**src/rtl/accel_loader_pkg.sv**
```systemverilog
`default_nettype none
// ----------------------------------------------------------------------------
// Module   : accel_loader_pkg
// Brief    : Command encodings, FSM states and status-word layout shared by
//            the host loader and its status formatter.
// Revision : 1.0 - initial release
// ----------------------------------------------------------------------------
package accel_loader_pkg;

  localparam logic [3:0] CMD_LOAD_I = 4'd1;
  localparam logic [3:0] CMD_LOAD_D = 4'd2;
  localparam logic [3:0] CMD_RUN    = 4'd3;
  localparam logic [3:0] CMD_READ_D = 4'd4;

  localparam int c_STAT_CMD_LSB     = 28;
  localparam int c_STAT_ERR_BIT     = 27;
  localparam int c_STAT_WRAP_BIT    = 26;
  localparam int c_STAT_TIMEOUT_BIT = 25;
  localparam int c_STAT_LEN_LSB     = 16;

  typedef enum logic [2:0] {
    ST_IDLE     = 3'd0,
    ST_LOAD_I   = 3'd1,
    ST_LOAD_D   = 3'd2,
    ST_RUN_WAIT = 3'd3,
    ST_RD_REQ   = 3'd4,
    ST_RD_CAP   = 3'd5,
    ST_RD_SEND  = 3'd6,
    ST_STATUS   = 3'd7
  } state_t;

  function automatic logic cmd_is_known(input logic [3:0] cmd);
    return (cmd == CMD_LOAD_I) || (cmd == CMD_LOAD_D) ||
           (cmd == CMD_RUN)    || (cmd == CMD_READ_D);
  endfunction

  function automatic logic state_accepts(input state_t s);
    return (s == ST_IDLE) || (s == ST_LOAD_I) || (s == ST_LOAD_D);
  endfunction

endpackage
`default_nettype wire

```
**src/rtl/accel_loader_status.sv**
```systemverilog
`default_nettype none
// ----------------------------------------------------------------------------
// Module   : accel_loader_status
// Brief    : Combinational status-word formatter, including the wrap check.
//            ACCEL_LOADER_CYCLE_COUNT_EN exposes the RUN cycle count in [15:0].
// Revision : 1.0 - initial release
// ----------------------------------------------------------------------------
module accel_loader_status #(
  parameter int INSTR_DEPTH = 16,
  parameter int DATA_DEPTH  = 32
) (
  input  logic [3:0]  i_cmd,
  input  logic [4:0]  i_base,
  input  logic [4:0]  i_len,
  input  logic        i_timeout,
  input  logic [15:0] i_cycles,
  output logic [31:0] o_word
);
  import accel_loader_pkg::*;

  logic [5:0]  w_sum;
  logic        w_wrap;
  logic        w_err;
  logic [15:0] w_count;

  assign w_sum = {1'b0, i_base} + {1'b0, i_len};
  assign w_err = !cmd_is_known(i_cmd);

  // A base beyond the depth is flagged even when len is 0.
  always_comb begin
    w_wrap = 1'b0;
    case (i_cmd)
      CMD_LOAD_I: w_wrap = (32'(w_sum) > 32'(INSTR_DEPTH)) || (32'(i_base) >= 32'(INSTR_DEPTH));
      CMD_LOAD_D,
      CMD_READ_D: w_wrap = (32'(w_sum) > 32'(DATA_DEPTH)) || (32'(i_base) >= 32'(DATA_DEPTH));
      default:    w_wrap = 1'b0;
    endcase
  end

`ifdef ACCEL_LOADER_CYCLE_COUNT_EN
  assign w_count = (i_cmd == CMD_RUN) ? i_cycles : 16'h0;
`else
  logic w_unused_cycles;
  assign w_unused_cycles = ^i_cycles;
  assign w_count         = 16'h0;
`endif

  always_comb begin
    o_word                           = 32'h0;
    o_word[c_STAT_CMD_LSB +: 4]      = i_cmd;
    o_word[c_STAT_ERR_BIT]           = w_err;
    o_word[c_STAT_WRAP_BIT]          = w_wrap;
    o_word[c_STAT_TIMEOUT_BIT]       = i_timeout;
    o_word[c_STAT_LEN_LSB +: 5]      = i_len;
    o_word[15:0]                     = w_count;
  end

endmodule
`default_nettype wire

```
**src/rtl/accel_host_loader.sv**
```systemverilog
`default_nettype none
// ----------------------------------------------------------------------------
// Module   : accel_host_loader
// Brief    : Host command/response bridge that loads accelerator memories,
//            launches a run, reads data back and reports one status word per
//            command. Optional macro: ACCEL_LOADER_CYCLE_COUNT_EN.
// Revision : 1.0 - initial release
// ----------------------------------------------------------------------------
module accel_host_loader #(
  parameter int INSTR_DEPTH = 16,
  parameter int DATA_DEPTH  = 32,
  parameter int RUN_TIMEOUT = 1024
) (
  input  logic                           clk,
  input  logic                           rst,
  input  logic                           in_valid,
  output logic                           in_ready,
  input  logic [31:0]                    in_data,
  output logic                           out_valid,
  input  logic                           out_ready,
  output logic [31:0]                    out_data,
  output logic                           instr_we,
  output logic [$clog2(INSTR_DEPTH)-1:0] instr_addr,
  output logic [31:0]                    instr_wdata,
  output logic                           data_we,
  output logic                           data_re,
  output logic [$clog2(DATA_DEPTH)-1:0]  data_addr,
  output logic [15:0]                    data_wdata,
  input  logic [15:0]                    data_rdata,
  output logic                           accel_start,
  input  logic                           accel_halted
);
  import accel_loader_pkg::*;

  localparam int c_IAW = $clog2(INSTR_DEPTH);
  localparam int c_DAW = $clog2(DATA_DEPTH);

  state_t             r_state;
  state_t             w_next;
  logic               r_in_ready;
  logic [3:0]         r_cmd;
  logic [4:0]         r_base;
  logic [4:0]         r_len;
  logic [4:0]         r_idx;
  logic               r_timeout;
  logic [15:0]        r_cycles;
  logic [15:0]        r_rdata;
  logic               r_instr_we;
  logic [c_IAW-1:0]   r_instr_addr;
  logic [31:0]        r_instr_wdata;
  logic               r_data_we;
  logic               r_data_re;
  logic [c_DAW-1:0]   r_data_addr;
  logic [15:0]        r_data_wdata;
  logic               r_accel_start;

  logic               w_in_fire;
  logic [3:0]         w_hdr_cmd;
  logic [4:0]         w_hdr_base;
  logic [4:0]         w_hdr_len;
  logic [4:0]         w_idx_inc;
  logic               w_last;
  logic [4:0]         w_wr_addr;
  logic [4:0]         w_rd_addr;
  logic [15:0]        w_cyc_inc;
  logic               w_to_hit;
  logic               w_halt_seen;
  logic [31:0]        w_status;

  assign w_in_fire   = in_valid & r_in_ready;
  assign w_hdr_cmd   = in_data[31:28];
  assign w_hdr_base  = in_data[20:16];
  assign w_hdr_len   = in_data[4:0];
  assign w_idx_inc   = r_idx + 5'd1;
  assign w_last      = (w_idx_inc == r_len);
  assign w_wr_addr   = r_base + r_idx;
  assign w_rd_addr   = r_base + w_idx_inc;
  assign w_cyc_inc   = (r_cycles == 16'hFFFF) ? r_cycles : r_cycles + 16'd1;
  assign w_to_hit    = (32'(w_cyc_inc) == 32'(RUN_TIMEOUT));
  // The start pulse cycle is blind to a stale halted flag from a previous run.
  assign w_halt_seen = accel_halted & ~r_accel_start;

  always_ff @(posedge clk) begin
    if (rst) begin
      r_state <= ST_IDLE;
    end else begin
      r_state <= w_next;
    end
  end

  always_comb begin
    w_next = r_state;
    case (r_state)
      ST_IDLE: begin
        if (w_in_fire) begin
          case (w_hdr_cmd)
            CMD_LOAD_I: w_next = (w_hdr_len == 5'd0) ? ST_STATUS : ST_LOAD_I;
            CMD_LOAD_D: w_next = (w_hdr_len == 5'd0) ? ST_STATUS : ST_LOAD_D;
            CMD_RUN:    w_next = ST_RUN_WAIT;
            CMD_READ_D: w_next = (w_hdr_len == 5'd0) ? ST_STATUS : ST_RD_REQ;
            default:    w_next = ST_STATUS;
          endcase
        end
      end
      ST_LOAD_I,
      ST_LOAD_D:   if (w_in_fire && w_last) w_next = ST_STATUS;
      ST_RUN_WAIT: if (w_halt_seen || w_to_hit) w_next = ST_STATUS;
      ST_RD_REQ:   w_next = ST_RD_CAP;
      ST_RD_CAP:   w_next = ST_RD_SEND;
      ST_RD_SEND:  if (out_ready) w_next = w_last ? ST_STATUS : ST_RD_REQ;
      ST_STATUS:   if (out_ready) w_next = ST_IDLE;
      default:     w_next = ST_IDLE;
    endcase
  end

  always_ff @(posedge clk) begin
    if (rst) begin
      r_in_ready    <= 1'b0;
      r_cmd         <= '0;
      r_base        <= '0;
      r_len         <= '0;
      r_idx         <= '0;
      r_timeout     <= 1'b0;
      r_cycles      <= '0;
      r_rdata       <= '0;
      r_instr_we    <= 1'b0;
      r_instr_addr  <= '0;
      r_instr_wdata <= '0;
      r_data_we     <= 1'b0;
      r_data_re     <= 1'b0;
      r_data_addr   <= '0;
      r_data_wdata  <= '0;
      r_accel_start <= 1'b0;
    end else begin
      r_in_ready    <= state_accepts(w_next);
      r_instr_we    <= 1'b0;
      r_data_we     <= 1'b0;
      r_data_re     <= 1'b0;
      r_accel_start <= 1'b0;
      case (r_state)
        ST_IDLE: begin
          if (w_in_fire) begin
            r_cmd         <= w_hdr_cmd;
            r_base        <= w_hdr_base;
            r_len         <= w_hdr_len;
            r_idx         <= '0;
            r_timeout     <= 1'b0;
            r_cycles      <= '0;
            r_accel_start <= (w_next == ST_RUN_WAIT);
            if (w_next == ST_RD_REQ) begin
              r_data_re   <= 1'b1;
              r_data_addr <= w_hdr_base[c_DAW-1:0];
            end
          end
        end
        ST_LOAD_I: begin
          if (w_in_fire) begin
            r_instr_we    <= 1'b1;
            r_instr_addr  <= w_wr_addr[c_IAW-1:0];
            r_instr_wdata <= in_data;
            r_idx         <= w_idx_inc;
          end
        end
        ST_LOAD_D: begin
          if (w_in_fire) begin
            r_data_we    <= 1'b1;
            r_data_addr  <= w_wr_addr[c_DAW-1:0];
            r_data_wdata <= in_data[15:0];
            r_idx        <= w_idx_inc;
          end
        end
        ST_RUN_WAIT: begin
          if (!w_halt_seen) begin
            r_cycles <= w_cyc_inc;
            if (w_to_hit) r_timeout <= 1'b1;
          end
        end
        ST_RD_CAP: r_rdata <= data_rdata;
        ST_RD_SEND: begin
          if (out_ready) begin
            r_idx <= w_idx_inc;
            if (!w_last) begin
              r_data_re   <= 1'b1;
              r_data_addr <= w_rd_addr[c_DAW-1:0];
            end
          end
        end
        default: ;
      endcase
    end
  end

  accel_loader_status #(
    .INSTR_DEPTH (INSTR_DEPTH),
    .DATA_DEPTH  (DATA_DEPTH)
  ) u_status (
    .i_cmd     (r_cmd),
    .i_base    (r_base),
    .i_len     (r_len),
    .i_timeout (r_timeout),
    .i_cycles  (r_cycles),
    .o_word    (w_status)
  );

  always_comb begin
    out_data = 32'h0;
    case (r_state)
      ST_RD_SEND: out_data = {16'h0, r_rdata};
      ST_STATUS:  out_data = w_status;
      default:    out_data = 32'h0;
    endcase
  end

  assign out_valid   = (r_state == ST_RD_SEND) || (r_state == ST_STATUS);
  assign in_ready    = r_in_ready;
  assign instr_we    = r_instr_we;
  assign instr_addr  = r_instr_addr;
  assign instr_wdata = r_instr_wdata;
  assign data_we     = r_data_we;
  assign data_re     = r_data_re;
  assign data_addr   = r_data_addr;
  assign data_wdata  = r_data_wdata;
  assign accel_start = r_accel_start;

endmodule
`default_nettype wire
```
**config.mk**
```make
export PLATFORM = sky130hd
export DESIGN_NAME = accel_host_loader
export DESIGN_NICKNAME = d
export VERILOG_FILES = /design/src/rtl/accel_loader_pkg.sv /design/src/rtl/accel_loader_status.sv /design/src/rtl/accel_host_loader.sv
export SDC_FILE = /design/constraint.sdc
export NUM_CORES = 1
export LEC_CHECK = 0
export CAP_MARGIN = 10
export CORE_MARGIN = 4
export CORE_UTILIZATION = 40
export DETAILED_ROUTE_END_ITERATION = 8
export PLACE_DENSITY_LB_ADDON = 0.3
export SYNTH_ARGS = -nofsm -noshare
export SYNTH_HDL_FRONTEND = slang
export SYNTH_SLANG_ARGS = --single-unit
```
**constraint.sdc**
```tcl
create_clock -name clk -period 2.7 [get_ports clk]
set_input_delay 0.81 -clock clk [delete_from_list [all_inputs] [get_ports clk]]
set_output_delay 0.81 -clock clk [all_outputs]
set_load 0.1 [all_outputs]
```
# Yosys cells after proc, flatten, opt, wreduce, memory -nomap -nowiden
# Cells that the tools add are included.
[op_classes]
reduce_logical = 28
n_lt_le_gt_ge = 3
n_shift = 0
eq_ne = 30
n_addsub = 5
mul = 0
mux = 37
div = 0
bitwise = 7
[op_table]
columns = ["cell", "count"]
rows = [
  ["32-bit case mux with 2 select lines", 1],
  ["16-bit two-way mux", 3],
  ["5-bit two-way mux", 8],
  ["16-bit case mux with 2 select lines", 1],
  ["5-bit case mux with 3 select lines", 2],
  ["3-bit two-way mux", 7],
  ["3-bit case mux with 7 select lines", 1],
  ["16-bit by 1-bit adder with 16-bit output, second input constant", 1],
  ["16-bit by 11-bit == test with 1-bit output, second input constant", 1],
  ["16-bit == test, second input constant", 1],
  ["4-bit by 2-bit == test with 1-bit output, second input constant", 4],
  ["3-bit == test, second input constant", 5],
  ["2-bit inequality test, second input constant", 7],
  ["3-bit by 2-bit == test with 1-bit output, second input constant", 4],
  ["3-bit case mux with 4 select lines", 1],
  ["5-bit adder", 2],
  ["4-bit by 1-bit == test with 1-bit output, second input constant", 2],
  ["4-bit by 3-bit == test with 1-bit output, second input constant", 2],
  ["1-bit logical OR", 8],
  ["1-bit two-way mux", 8],
  ["4-bit AND reduction", 2],
  ["2-bit OR reduction", 4],
  ["5-bit by 5-bit adder with 6-bit output", 1],
  ["3-bit by 1-bit == test with 1-bit output, second input constant", 2],
  ["other kinds (20)", 32],
]
[word_totals]
elab_cells = 127
memories = 0
latchBits = 0
rom_bits = 0
mem_bits_rw = 0
register_bits = 117

# Depth between registers and ports, before layout
# Gate-level depths: netlist (run 1).
[logic_depth]
ltp_word = 10
mapped_depth = 10
depth_no_buf = 10

# Hierarchy
# From an unflattened synthesis (run 1), not the netlist that was laid out.
[hier_totals]
hier_cells = 785
area_unflattened_um2 = 6054.6
[by_module_without_submodules]
columns = ["mod", "seq_area_each_um2", "n_inst", "area_per_inst_um2", "cells_each"]
rows = [
  ["accel_host_loader", 2342.2, 1, 5562.8, 723],
  ["accel_loader_status", 0.0, 1, 491.7, 62],
]

# Least setup slack after synthesis (run 1)
# Ideal clock, no wire load.
[synth_path]
kind = "register to output"
start = "reg r_base[1]"
end = "out out_data[26]"
arrival_ns = 6.278
path_slack_ns = -4.388
stages_incl_launch_ff = 9
path_cell_list = "dfxtp_1 inv_1 fa_1 nor2b_1 o21ai_0 nor3b_1 a211oi_1 o21ai_0 a2111oi_0"
[synth_between]
elab_chain_cells = 5
word_cells_on_any_way = 7
[synth_lines]
columns = ["element", "line_no", "text"]
rows = [
  ["start, declared", "accel_host_loader.sv:42", "logic [4:0] r_base;"],
  ["start signal, assigned", "accel_host_loader.sv:144", "r_base <= w_hdr_base;"],
  ["5-bit by 5-bit adder with 6-bit output", "accel_loader_status.sv:26", "assign w_sum = {1'b0, i_base} + {1'b0, i_len};"],
  ["6-bit by 5-bit greater-than comparator with 1-bit output", "accel_loader_status.sv:33", "CMD_LOAD_I: w_wrap = (32'(w_sum) > 32'(INSTR_DEPTH)) || (32'(i_base) >= 32'(INSTR_DEPTH));"],
  ["1-bit logical OR", "accel_loader_status.sv:33", ""],
  ["1-bit case mux with 2 select lines *", "accel_loader_status.sv:32", "case (i_cmd)"],
  ["32-bit case mux with 2 select lines *", "accel_host_loader.sv:207", "case (r_state)"],
  ["end, declared", "accel_host_loader.sv:21", "output logic [31:0] out_data,"],
]
# Every way passes the cells marked *; elsewhere a longest branch is shown, timed or not.

# Final worst setup path (run 1)
[layout_path]
start = "reg r_base[0]"
end = "out out_data[26]"
# Same word-level chain as after synthesis.

==> results of run 1 <==
-- final cells by class --
cell class                      instances  area share (%)
Clock inverter                         15           1.915
Clock buffer                           17           4.823
Inverter                               17          0.7235
Tap cell                              180           2.554
Sequential cell                       117           26.64
Timing Repair Buffer                  224           25.12
Multi-Input combinational cell        579           38.22
-- metrics by stage --
stage | power (mW) | cell area, um2 | worst slack (ns)
after floorplan | 2.854 | 5926 | -0.7946
after global placement | 3.383 | 8132 | -0.5146
after detailed placement | 3.397 | 8132 | -0.5650
after CTS | 5.664 | 8730 | -0.7360
after global routing | 5.954 | 8820 | -0.8403
final | 5.718 | 8820 | -0.7236
-- cells in the final DEF, fill, tap and decap left out, types with 3 or more instances in the layout --
cell type        count
a2111oi_0            3
a211oi_1            12
a21o_1               5
a21oi_1            120
a22oi_1              4
a31oi_1              6
and2_1              11
and3_1              12
and3_2              10
and4_1               6
buf_12              32
buf_4              141
clkbuf_16           17
clkdlybuf4s50_1     47
clkinvlp_4           3
conb_1               4
dfxtp_1            113
dfxtp_2              3
dlymetal6s2s_1       3
ha_1                14
inv_1               17
inv_6                6
mux2i_1              3
nand2_1            175
nand2b_1             4
nand3_1              8
nand3b_1             3
nand4_1             14
nor2_1              46
nor2_4               4
nor2b_1              8
nor3_1              12
o211ai_1             4
o21ai_0             14
o22ai_1              3
o41ai_2              3
or3_1                4
xnor2_1             14
xor2_1               8
-- flip-flops by register name, summed over array words and instances, names as in the netlist --
register	cells
instr_wdata	32
data_wdata	16
r_cycles	16
r_rdata	16
data_addr	5
r_base	5
r_idx	5
r_len	5
instr_addr	4
r_cmd	4
r_state	3
accel_start	1
data_re	1
data_we	1
in_ready	1
instr_we	1
r_timeout	1
-- final timing paths --
path,from,endpoint,slack (ns),cells after the start
max,r_base[0]$_SDFFE_PP0P_,out_data[26],-0.72,10
min,r_rdata[9]$_SDFFE_PP0N_,r_rdata[9]$_SDFFE_PP0N_,0.45,2
max reg2reg,r_cycles[2]$_SDFFE_PP0P_,accel_start$_SDFF_PP0_,0.19,8
min reg2reg,r_rdata[9]$_SDFFE_PP0N_,r_rdata[9]$_SDFFE_PP0N_,0.45,2
-- power by group through the flow --
stage | clock network, mW | logic (mW) | registers, mW
floorplan | 0 | 0.597 | 2.26
global placement | 0 | 1.46 | 1.92
detailed placement | 0 | 1.47 | 1.92
CTS | 2.30 | 1.48 | 1.89
global route | 2.38 | 1.67 | 1.90
finish | 2.26 | 1.56 | 1.89
-- critical path, cell delays in order (launching register included) --
cell and delay, ns:
dfxtp_2 0.33, ha_2 0.18, inv_1 0.05, fa_2 0.34
nor2b_1 0.13, o21ai_1 0.09, nor3b_2 0.18, o211ai_1 0.22
a21oi_2 0.10, a2111oi_4 0.35, buf_12 0.22
-- what timing repair did --
item	4_1_cts	5_1_grt
setup endpoints to repair	22	21
setup buffers	0	3
gates resized for setup	4	14
pin swaps	4	6
-- per-layer routing --
metal,global-route usage [%],routed length [um],vias up
met3,7.555,1741,28
met1,27.21,7724,2825
met2,35.15,8531,238
met5,0,0,-
met4,7.844,333,0
li1,-,-,3031
-- cells by family (layout without fill, tap and decap cells) --
kind of cell | after synthesis | in the layout | synth area share (%)
XOR/XNOR | 24 | 24 | 4.088
multiplexers | 3 | 3 | 0.5137
other | 1 | 4 | 0.06415
buffers and inverters | 70 | 273 | 4.837
flip-flops | 117 | 117 | 40.07
adder cells (fa/ha/maj) | 18 | 18 | 4.238
AO/OA/AOI/OAI | 198 | 198 | 20.16
AND/OR/NAND/NOR | 332 | 332 | 26.03
==> key figures, run 1 <==
Outcome
  – Status: finished, violations left
  – Violated checks: setup timing

Power and ir drop
  – Clock share of power: between 30 and 40%
  – Sw Ratio: 34.27%
  – Flop pwr share: between 30% and 40%
  – Pint: 3.759 mW
  – Power per cell area: 648.3 nW/um2
  – Comb pwr share: 27.3%
  – Maximum vdd ir drop: 454.3 uV
  – Sw power: just under 2 mW
  – Leakage: around 3.5 nW

Clock network
  – Clock Path Buffers: 2
  – CTS tree: built
  – H-tree levels: 4
  – Clock Pin Slew Worst Setup and Hold Paths: 0.06 ns
  – CTS Hold Bufs: 0
  – TritonCTS Buffers: 17
  – Clk root buf: clkbuf_16
  – Clock tree sinks: roughly 120
  – Worst-Skew Late Latency: 0.42 ns

Global routing
  – Global route overflow: 0
  – Initial antenna violation count: 0
  – First-pass GRT wire length: 29.30 mm
  – Vias in the first global route: ~6000
  – Tot GR Track Use: a little over a fifth
  – Largest net degree at the start of global routing: 57

Synth
  – Register bit total from synthesis: 117
  – Post-synth EDFFs: 0
  – Synthesized area: 5846 um2
  – Avg Cell Area, Syn: approximately 7.7 um2
  – Most frequent cell after synthesis: nand2_1
  – Synth warn: 0
  – Yosys top cell area share: approximately 40%
  – Seq/Total Area, Yosys: 40.07%
  – Top cells by area, synth: dfxtp_1, nand2_1, a21oi_1, nor2_1, ha_1
  – Share of flip-flops with an asynchronous set or reset: 0%
  – Synth Flop Type: dfxtp_1
  – Yosys cell types: 56
  – Most frequent cells after synthesis: nand2_1, a21oi_1, dfxtp_1
  – Post-Syn Instances: ~760
  – Synth area leader: dfxtp_1

Final layout
  – Area Growth Syn to Fin: 50.88%
  – Diode count: 0
  – Final cell count without fillers: ~1100
  – Nets: about 1000
  – Fillers: around 1300
  – Layout Utilization: a little over three fifths
  – Storage element area: roughly 2300 um2
  – Area of the multi-input gates: around 3400 um2
  – Layout cells sized above 1: between 20% and 30%

Timing
  – Final count of hold timing violations: 0
  – Worst-Margin Slew: approximately 0.65 ns
  – FMAX: 292.1 MHz
  – Final period utilization: 126.8%
  – Final WS setup: -0.7236 ns
  – Max_slew headroom: 56.34%
  – Min Tclk post-route: 3.424 ns
  – Setup TNS: -0.7236 ns
  – Worst hold slack: between 0.4 and 0.5 ns
  – Final setup fails: 1
  – RSZ-0062 raised after global routing: yes
  – Clk_skew: 0.007356 ns
  – Max-slew violations: 0

Route
  – DRT iter0 DRCs: 424
  – Via count: a little over 6000
  – Antenna-violating nets left: 0
  – Post-route DRC violation count: 0
  – Pre-Repair DR Iteration Count: 5
  – Total Wirelength: approximately 18 mm
  – Via density: around 5.3
  – DR WL/cell: approximately 16 um

Die
  – Initial core utilization: 41.47%
  – Die W: around 130 um
  – Core ar.: roughly 14000 um2
  – Vert. Die Dim: ~130 um
  – Cell Rows: 43
  – Die area: about 17000 um2
  – I/O pins: between 100 and 150

Hold path
  – Hold crit path type: flip-flop to flip-flop

Worst setup path
  – Startpoint Class: flip-flop
  – Max FO, Critical Path: 2
  – WP data required: approximately 1.9 ns
  – Critical path class: flip-flop to output pin
  – WP data arrival: 2.61 ns
  – Crit. End Element: output pin

Place
  – DP HPWL: approximately 13 mm
  – Global placement routability congestion: between 0.8 and 0.9
  – Dpl cells: roughly 1100
  – Port buffer count: ~140

Job
  – Max-Cap Viols: 0
Note: power is estimated with default switching activity, not from simulation.
==> inputs of run 2 (changes only) <==
--- a/config.mk
+++ b/config.mk
@@ -10,6 +10,7 @@
 export CORE_UTILIZATION = 40
 export DETAILED_ROUTE_END_ITERATION = 8
 export PLACE_DENSITY_LB_ADDON = 0.3
+export SETUP_SLACK_MARGIN = 0.3
 export SYNTH_ARGS = -nofsm -noshare
 export SYNTH_HDL_FRONTEND = slang
 export SYNTH_SLANG_ARGS = --single-unit
==> run 2 against run 1 <==
  * The flow still finishes with violations (setup timing)
  * Global-route usage is 0.55 points higher
  * Design area rose by 1.6%
  * Total power grew 1.6%
  * Clock skew down 0.00078 ns
  * Largest cell class unchanged
  * Combinational power grew 4%
  * Sequential share of layout area fell by 0.36 points
  * First-iteration DRC count rose by 6.1%
  * Critical path depth unchanged
  * Critical path type unchanged
  * Count of clock-buffer cells in the layout is 3 higher
  * Highest routed layer is now met5
==> key figures, run 2 (synthesis gave the netlist of run 1 again) <==
Clock network
  – TritonCTS Buffers: 17 (unchanged)
  – CTS tree: built
  – Clock Path Buffers: 2 (unchanged)
  – Clock Pin Slew Worst Setup and Hold Paths: 0.06 ns (about the same)
  – Worst-Skew Late Latency: 0.42 ns (about the same)
  – H-tree levels: 4 (unchanged)
  – Clk root buf: clkbuf_16
  – Clock tree sinks: 117 (unchanged)
  – CTS Hold Bufs: 0 (unchanged)

Worst setup path
  – R2R Setup Slk: 0.37 ns (+0.18 ns)
  – CP Buf/Inv Count: 2 (unchanged)
  – Max stage delay on crit path: 0.38 ns (+0.03 ns)
  – R2r startpoint: r_idx[0]$_SDFFE_PP0P_
  – Critical path class: flip-flop to output pin
  – Startpoint Class: flip-flop
  – Critical path's top delay family: compound AO/OA/AOI/OAI gates
  – Max FO, Critical Path: 2 (unchanged)
  – WP data arrival: 2.54 ns (-0.07 ns)
  – Most used cell, CP: o21ai_1
  – Crit. End Element: output pin
  – R2R depth: 11 (+3)
  – WP data required: 1.89 ns (about the same)
  – Crit-path cells: ha_4, inv_1, fa_2, nor2b_1, o21ai_1, nor3b_1, a211oi_1, o21ai_1, a2111oi_4, buf_12
  – Worst path slowest cell: a2111oi_4
  – Worst reg2reg path endpoint: data_addr[4]$_SDFFE_PP0P_

Route
  – DR WL/cell: 16.20 um (+1.6%)
  – Antenna-violating nets left: 0 (unchanged)
  – DRT iter0 DRCs: 450 (+6.1%)
  – Pre-Repair DR Iteration Count: 5 (unchanged)
  – Post-route DRC violation count: 0 (unchanged)
  – Total Wirelength: 18.63 mm (+1.7%)
  – Via density: 5.427 (+1.9%)
  – Via count: 6241 (+1.9%)

Final layout
  – Layout cells sized above 1: 28.25% (+3.2 points)
  – Area Growth Syn to Fin: 53.25%
  – Post-route cell area: 8959 um2 (+1.6%)
  – Most common cell after layout, fill and taps aside: nand2_1
  – Final cell count without fillers: 1150 (+0.087%)
  – Max reg flops: 32 (unchanged)
  – Diode count: 0 (unchanged)
  – Nets: 1028 (+0.097%)
  – Most frequent cells in the layout: nand2_1, buf_4, a21oi_1

Power and ir drop
  – Pwr Total: 5.809 mW (+1.6%)
  – Power per cell area: 648.5 nW/um2 (about the same)
  – Leakage: 3.492 nW (-0.91%)
  – Maximum vdd ir drop: 437.3 uV (-3.8%)

Timing
  – Max-slew violations: 0 (unchanged)
  – Min Tclk post-route: 3.352 ns (-0.07115 ns)
  – Final period utilization: 124.2% (-2.6 points)
  – Final setup fails: 1 (unchanged)
  – Worst-Margin Slew: 0.6808 ns (+0.02592 ns)
  – FMAX: 298.3 MHz (+2.1%)
  – RSZ-0062 raised after global routing: yes
  – Max_slew headroom: 54.61% (-1.7 points)
  – Final WS setup: -0.6525 ns (+0.07115 ns)
  – Clk_skew: 0.006580 ns (-0.0007759 ns)
  – Final count of hold timing violations: 0 (unchanged)

Global routing
  – First-pass GRT wire length: 29.79 mm (+1.7%)
  – Vias in the first global route: 5916 (+1.4%)
  – Largest net degree at the start of global routing: 60 (+5.3%)
  – Tot GR Track Use: 22.40% (+0.55 points)
  – Global route overflow: 0 (unchanged)
  – Initial antenna violation count: 1 (+1)

Die
  – I/O pins: 148 (unchanged)
  – Core ar.: 14100 um2 (unchanged)
  – Die area: 16610 um2 (unchanged)
  – Vert. Die Dim: 128.9 um (unchanged)
  – Initial core utilization: 41.47% (unchanged)
  – Cell Rows: 43 (unchanged)
  – Die W: 128.9 um (unchanged)

Outcome
  – Status: finished, violations left
  – Violated checks: setup timing

Hold path
  – Hold depth: 2 (unchanged)
  – Hold crit path type: flip-flop to flip-flop
  – Hold Startpoint: data_wdata[8]$_SDFFE_PP0P_
  – Hold EP: data_wdata[8]$_SDFFE_PP0P_

Place
  – Dpl cells: 1108 (-0.54%)
  – Global placement routability congestion: 0.9485 (+6.4%)
  – DP HPWL: 13.27 mm (about the same)
  – DP Worst Slack: -0.3788 ns (+0.1862 ns)
  – Port buffer count: 143 (unchanged)
  – Cell Area, Placed: 8127 um2 (about the same)

Job
  – Max-Cap Viols: 0 (unchanged)
run 2: metrics by stage:
stage          setup TNS (ns)  hold slack, ns  util, %
2_1_floorplan         -0.7946          0.4316        -
3_3_place_gp           -2.460          0.4373    57.65
3_5_place_dp           -3.089          0.4435    57.65
4_1_cts               -0.6873          0.4547    62.88
5_1_grt               -0.8398          0.4735    63.55
6_report              -0.6525          0.4538    63.55
run 2: metal layers:
metal,vias up,track usage [%],wire length [um]
met5,-,0,7
met3,44,9.049,1754
li1,3028,-,-
met4,2,9.018,408
met1,2914,27.66,7709
met2,253,34.88,8754
run 2: final cells by class:
class                      instances  area, um2
fill                            1201       5137
clock buffer                      20      446.7
clock inverter                    12      153.9
sequential                       117       2355
inverter                          17      68.82
tap                              180      225.2
timing repair buffer             225       2187
multi-input combinational        579       3522
run 2: timing repair:
| action | in CTS | in global routing |
|---|---|---|
| endpoints found under the setup margin | 37 | 37 |
| cloned | 1 | 0 |
| gates resized for setup | 39 | 28 |
| setup buffers | 5 | 4 |
| endpoints found under the hold margin | 0 | 0 |
| pin swaps | 16 | 13 |
run 2: worst max-delay path by stage:
stage	startpoint	endpoint	cells past startpoint
final	r_base[0]$_SDFFE_PP0P_	out_data[26]	10
after global routing	r_base[0]$_SDFFE_PP0P_	out_data[26]	10
after CTS	r_base[0]$_SDFFE_PP0P_	out_data[26]	10
after detailed placement	in_data[30]	data_addr[2]$_SDFFE_PP0P_	8
after global placement	in_data[30]	data_addr[2]$_SDFFE_PP0P_	8
after floorplan	r_base[0]$_SDFFE_PP0P_	out_data[26]	9
run 2: worst min-delay path, cell delays in order, from the launching register on:
cell and delay [ns]:
dfxtp_1 0.30, nand2_1 0.05, a21oi_1 0.05
run 2: power breakdown:
group	switching (mW)	internal (mW)	total (mW)
registers	0.0707	1.82	1.89
logic	1.04	0.578	1.62
clock network	0.822	1.47	2.30
total	1.94	3.87	5.81
